## src/rtl/mux_scan_n.sv

```systemverilog
// mux_scan_n: multi-channel registered 2^SEL_BITS-to-1 selector with a built-in scan counter.
//
// Each channel picks one of NIN = 2^SEL_BITS words, using either the external select S
// (MODE=0) or the internal scan counter SEL_Q (MODE=1). The picked word is registered
// on CE. A per-channel active-low enable forces that channel's output word to zero.
//
// Ports:
//   CLK    system clock, rising edge
//   RST    synchronous active-high reset
//   CE     clock enable: output register update and scan advance
//   MODE   0 = select from S, 1 = select from scan counter
//   LOAD   load scan counter from S (has priority over advance)
//   S      external select
//   nE     per-channel active-low enable
//   I      data; channel c, input n at ((c*NIN+n)*WIDTH)+:WIDTH
//   Z      registered outputs; channel c at c*WIDTH+:WIDTH
//   SEL_Q  current scan counter value
//   WRAP   one-cycle pulse after the counter advances from NIN-1 to 0
//   VALID  high the cycle after any CE=1 cycle
module mux_scan_n #(
    parameter int unsigned WIDTH    = 1,
    parameter int unsigned SEL_BITS = 2,
    parameter int unsigned CHANNELS = 2
) (
    input  logic                                     CLK,
    input  logic                                     RST,
    input  logic                                     CE,
    input  logic                                     MODE,
    input  logic                                     LOAD,
    input  logic [SEL_BITS-1:0]                      S,
    input  logic [CHANNELS-1:0]                      nE,
    input  logic [CHANNELS*(2**SEL_BITS)*WIDTH-1:0]  I,
    output logic [CHANNELS*WIDTH-1:0]                Z,
    output logic [SEL_BITS-1:0]                      SEL_Q,
    output logic                                     WRAP,
    output logic                                     VALID
);

    localparam int unsigned NIN = 2 ** SEL_BITS;

    logic [CHANNELS*WIDTH-1:0] z_q, z_d;
    logic [SEL_BITS-1:0]       sel_q, sel_d;
    logic                      wrap_q, wrap_d;
    logic                      valid_q, valid_d;
    logic [SEL_BITS-1:0]       esel;

    // Select uses the pre-edge counter, so a LOAD on the same edge does not affect Z.
    assign esel = MODE ? sel_q : S;

    always_comb begin
        z_d = z_q;
        if (CE) begin
            for (int unsigned c = 0; c < CHANNELS; c++) begin
                if (nE[c]) begin
                    z_d[c*WIDTH +: WIDTH] = '0;
                end else begin
                    z_d[c*WIDTH +: WIDTH] = I[(c*NIN + 32'(esel))*WIDTH +: WIDTH];
                end
            end
        end
    end

    always_comb begin
        sel_d  = sel_q;
        wrap_d = 1'b0;
        if (LOAD) begin
            sel_d = S;
        end else if (MODE && CE) begin
            // Natural wrap at SEL_BITS width gives mod NIN.
            sel_d  = sel_q + 1'b1;
            wrap_d = &sel_q;
        end
        valid_d = CE;
    end

    always_ff @(posedge CLK) begin
        if (RST) begin
            z_q     <= '0;
            sel_q   <= '0;
            wrap_q  <= 1'b0;
            valid_q <= 1'b0;
        end else begin
            z_q     <= z_d;
            sel_q   <= sel_d;
            wrap_q  <= wrap_d;
            valid_q <= valid_d;
        end
    end

    assign Z     = z_q;
    assign SEL_Q = sel_q;
    assign WRAP  = wrap_q;
    assign VALID = valid_q;

endmodule

```

## config.mk

```make
export PLATFORM = sky130hd
export DESIGN_NAME = mux_scan_n
export DESIGN_NICKNAME = d
export VERILOG_FILES = /design/src/rtl/mux_scan_n.sv
export SDC_FILE = /design/constraint.sdc
export NUM_CORES = 1
export LEC_CHECK = 0
export BUFFER_PORTS_ARGS = -buffer_cell sky130_fd_sc_hd__clkbuf_2
export CAP_MARGIN = 20
export CORE_MARGIN = 2
export CORE_UTILIZATION = 30
export CTS_BUF_LIST = sky130_fd_sc_hd__clkbuf_16
export DETAILED_ROUTE_END_ITERATION = 8
export SYNTH_ARGS = -nofsm -noshare
export SYNTH_HDL_FRONTEND = slang
export SYNTH_SLANG_ARGS = --single-unit
```

## constraint.sdc

```tcl
create_clock -name CLK -period 1.1 [get_ports CLK]
set_clock_uncertainty 0.1 [all_clocks]
set_input_delay 0.055 -clock CLK [delete_from_list [all_inputs] [get_ports CLK]]
set_output_delay 0.055 -clock CLK [all_outputs]
set_load 0.01 [all_outputs]
```

==> impl_metrics.env <==
export IMPL_initial_utilization=0.316
export IMPL_post_route_period_util=1.10
export IMPL_core_um2=1270
export IMPL_overflow=0
export IMPL_final_area_um2=726
export IMPL_p_leak_nw=0.344
export IMPL_cts_tree="built"
export IMPL_fmaxAchievable_mhz=823
export IMPL_cts_buffer_depth=2
export IMPL_ir_drop_v=0.000897
export IMPL_drv_slew=0
export IMPL_num_rows=13
export IMPL_drive_gt1_frac=0.500
export IMPL_ys_flop_type="dfxtp_1"
export IMPL_routed_via_density=4.74
export IMPL_cp_required_ns=1.12
export IMPL_numPortBuffers=22
export IMPL_finalCriticalPeriod_ns=1.22
export IMPL_pre_cts_ws_ns=-0.126
export IMPL_layout_commonest_cell="clkbuf_2"
export IMPL_ctsRootBufferMaster="clkbuf_16"
export IMPL_placed_area_um2=594
export IMPL_status="finished with violations"
export IMPL_fin_setup_tns_ns=-0.300
export IMPL_end_kind="flop"
export IMPL_die_area_um2=1640
export IMPL_routedWlPerCell_um=10.7
export IMPL_io_pins=23
export IMPL_vias=460
export IMPL_cp_max_fo=7
export IMPL_yosysWarnings=0
export IMPL_nFillCells=112
export IMPL_wirelength_mm=1.04
export IMPL_slew_headroom=0.811
export IMPL_hpwl_um=821
export IMPL_avgSynthCellArea_um2=8.52
export IMPL_grt_pass1_wl_mm=1.67
export IMPL_clock_sinks=6
export IMPL_antenna_found_initial=0
export IMPL_cts_buffers=3
export IMPL_startpoint="SEL_Q[0]"
export IMPL_fin_util=0.572
export IMPL_worstSetupPathType="flop to flop"
export IMPL_violations="negative setup slack"
export IMPL_area_growth_syn_to_layout_pct=81.3
export IMPL_diodes=0
export IMPL_tightest_slew_ns=0.283
export IMPL_yosysUniqueCellTypes=25
export IMPL_clock_latency_ns=0.23
export IMPL_power_density_nw_per_um2=1430
export IMPL_critPathArrivalTime_ns=1.23
export IMPL_die_w_um=40.5
export IMPL_synth_net_count=65
export IMPL_grt_pass1_vias=414
export IMPL_syn_area_um2=400
export IMPL_hold_viol=0
export IMPL_synthArstFlopShare=0
export IMPL_synth_seq_cells=6
export IMPL_clkTransAtPathRegs_ns=0.04
export IMPL_final_cell_mix="clkbuf_2 (22), buf_4 (8), nor2_1 (5), dfxtp_1 (4), mux2i_1 (4)"
export IMPL_dr_pass1_iters=2
export IMPL_reg2reg_from="SEL_Q[0]"
export IMPL_drtIter0Drc=6
export IMPL_max_cap_violations=0
export IMPL_cts_htree_levels=1
export IMPL_detail_route_antenna_nets=0
export IMPL_grt_start_max_net_pins=8
export IMPL_grt_setup_unrepaired="yes"
export IMPL_grtUsageTotal=0.157
export IMPL_setup_violations=3
export IMPL_holdCritPathClass="primary input to flop"
export IMPL_setup_ws_ns=-0.115
export IMPL_gp_congestion=0.749
export IMPL_die_y_um=40.5
export IMPL_ys_seq_area_frac=0.300
export IMPL_worst_setup_path_start_kind="flop"
export IMPL_synth_cells=47
export IMPL_fin_nets=101
export IMPL_min_delay_start="I[4]"
export IMPL_synth_edf_count=0
export IMPL_drc=0
## registers in the layout (all words and copies together), names as in the netlist
| signal | flops |
|---|---|
| WRAP | 1 |
| SEL_Q | 2 |
| VALID | 1 |
| Z | 2 |
## synthesized netlist by cell type (2+ instances only)
cell | n | area share
a21oi_1 | 5 | 0.062
nor2b_1 | 2 | 0.031
dfxtp_1 | 6 | 0.30
nor2_1 | 5 | 0.047
mux2i_1 | 4 | 0.10
a32oi_1 | 2 | 0.044
o21ai_0 | 2 | 0.025
nand2_1 | 3 | 0.028
inv_1 | 2 | 0.019
## cell families after synthesis
family	Yosys count	share of synthesized area
AO/OA/AOI/OAI	16	0.256
XOR/XNOR	1	0.0219
adder cells (fa/ha/maj)	1	0.0312
buffers and inverters	4	0.0594
flip-flops	6	0.300
multiplexers	6	0.162
AND/OR/NAND/NOR	13	0.169
## metrics by stage
step,hold slack [ns],total power [mW],cells
global route,0.0317,1.09,97
detailed placement,0.192,0.423,89
CTS,0.00797,1.05,97
finish,0.00809,1.04,97
floorplan,0.0177,0.344,47
global placement,0.192,0.422,89
## timing repair
item,in CTS,in global routing
pin swaps,2,2
hold endpoints to repair,3,0
cloned,0,0
gates resized for setup,2,1
hold buffers,3,0
endpoints found under the setup margin,3,4
setup buffers,1,0
## report_power, final
part | switching [mW] | total, mW | internal (mW)
clock network | 0.123 | 0.595 | 0.471
registers | 0.0153 | 0.247 | 0.231
logic | 0.0864 | 0.195 | 0.109
total | 0.225 | 1.04 | 0.811
## metal layers
metal | part of all wire | vias up | track usage | routed length, um
met5 | 0 | - | 0 | 0
met4 | 0 | 0 | 0.0500 | 0
met3 | 0.055 | 0 | 0.0556 | 57
met2 | 0.50 | 12 | 0.258 | 522
met1 | 0.44 | 200 | 0.189 | 456
li1 | - | 248 | - | -
## layout make-up
cell class,instances,area (um2),share of cell area
Clock inverter,1,3.75,0.00517
Multi-Input combinational cell,37,293,0.403
Sequential cell,6,128,0.176
Tap cell,15,18.8,0.0259
Timing Repair Buffer,33,200,0.276
Inverter,2,7.51,0.0103
Clock buffer,3,75.1,0.103
## critical path, stage by stage (launching register included)
cell	delay [ns]
dfxtp_4	0.39
ha_4	0.20
mux2_2	0.25
mux2i_1	0.12
nor2_1	0.05
## worst paths after layout
check                           slack (ns)  cells past startpoint       end
worst max register to register       -0.12                      4  SEL_Q[1]
worst min-delay path                 0.008                      3      Z[1]
worst min register to register        0.37                      2      Z[0]
worst max-delay path                 -0.12                      4  SEL_Q[1]
Note: power is estimated with default switching activity, not from simulation.
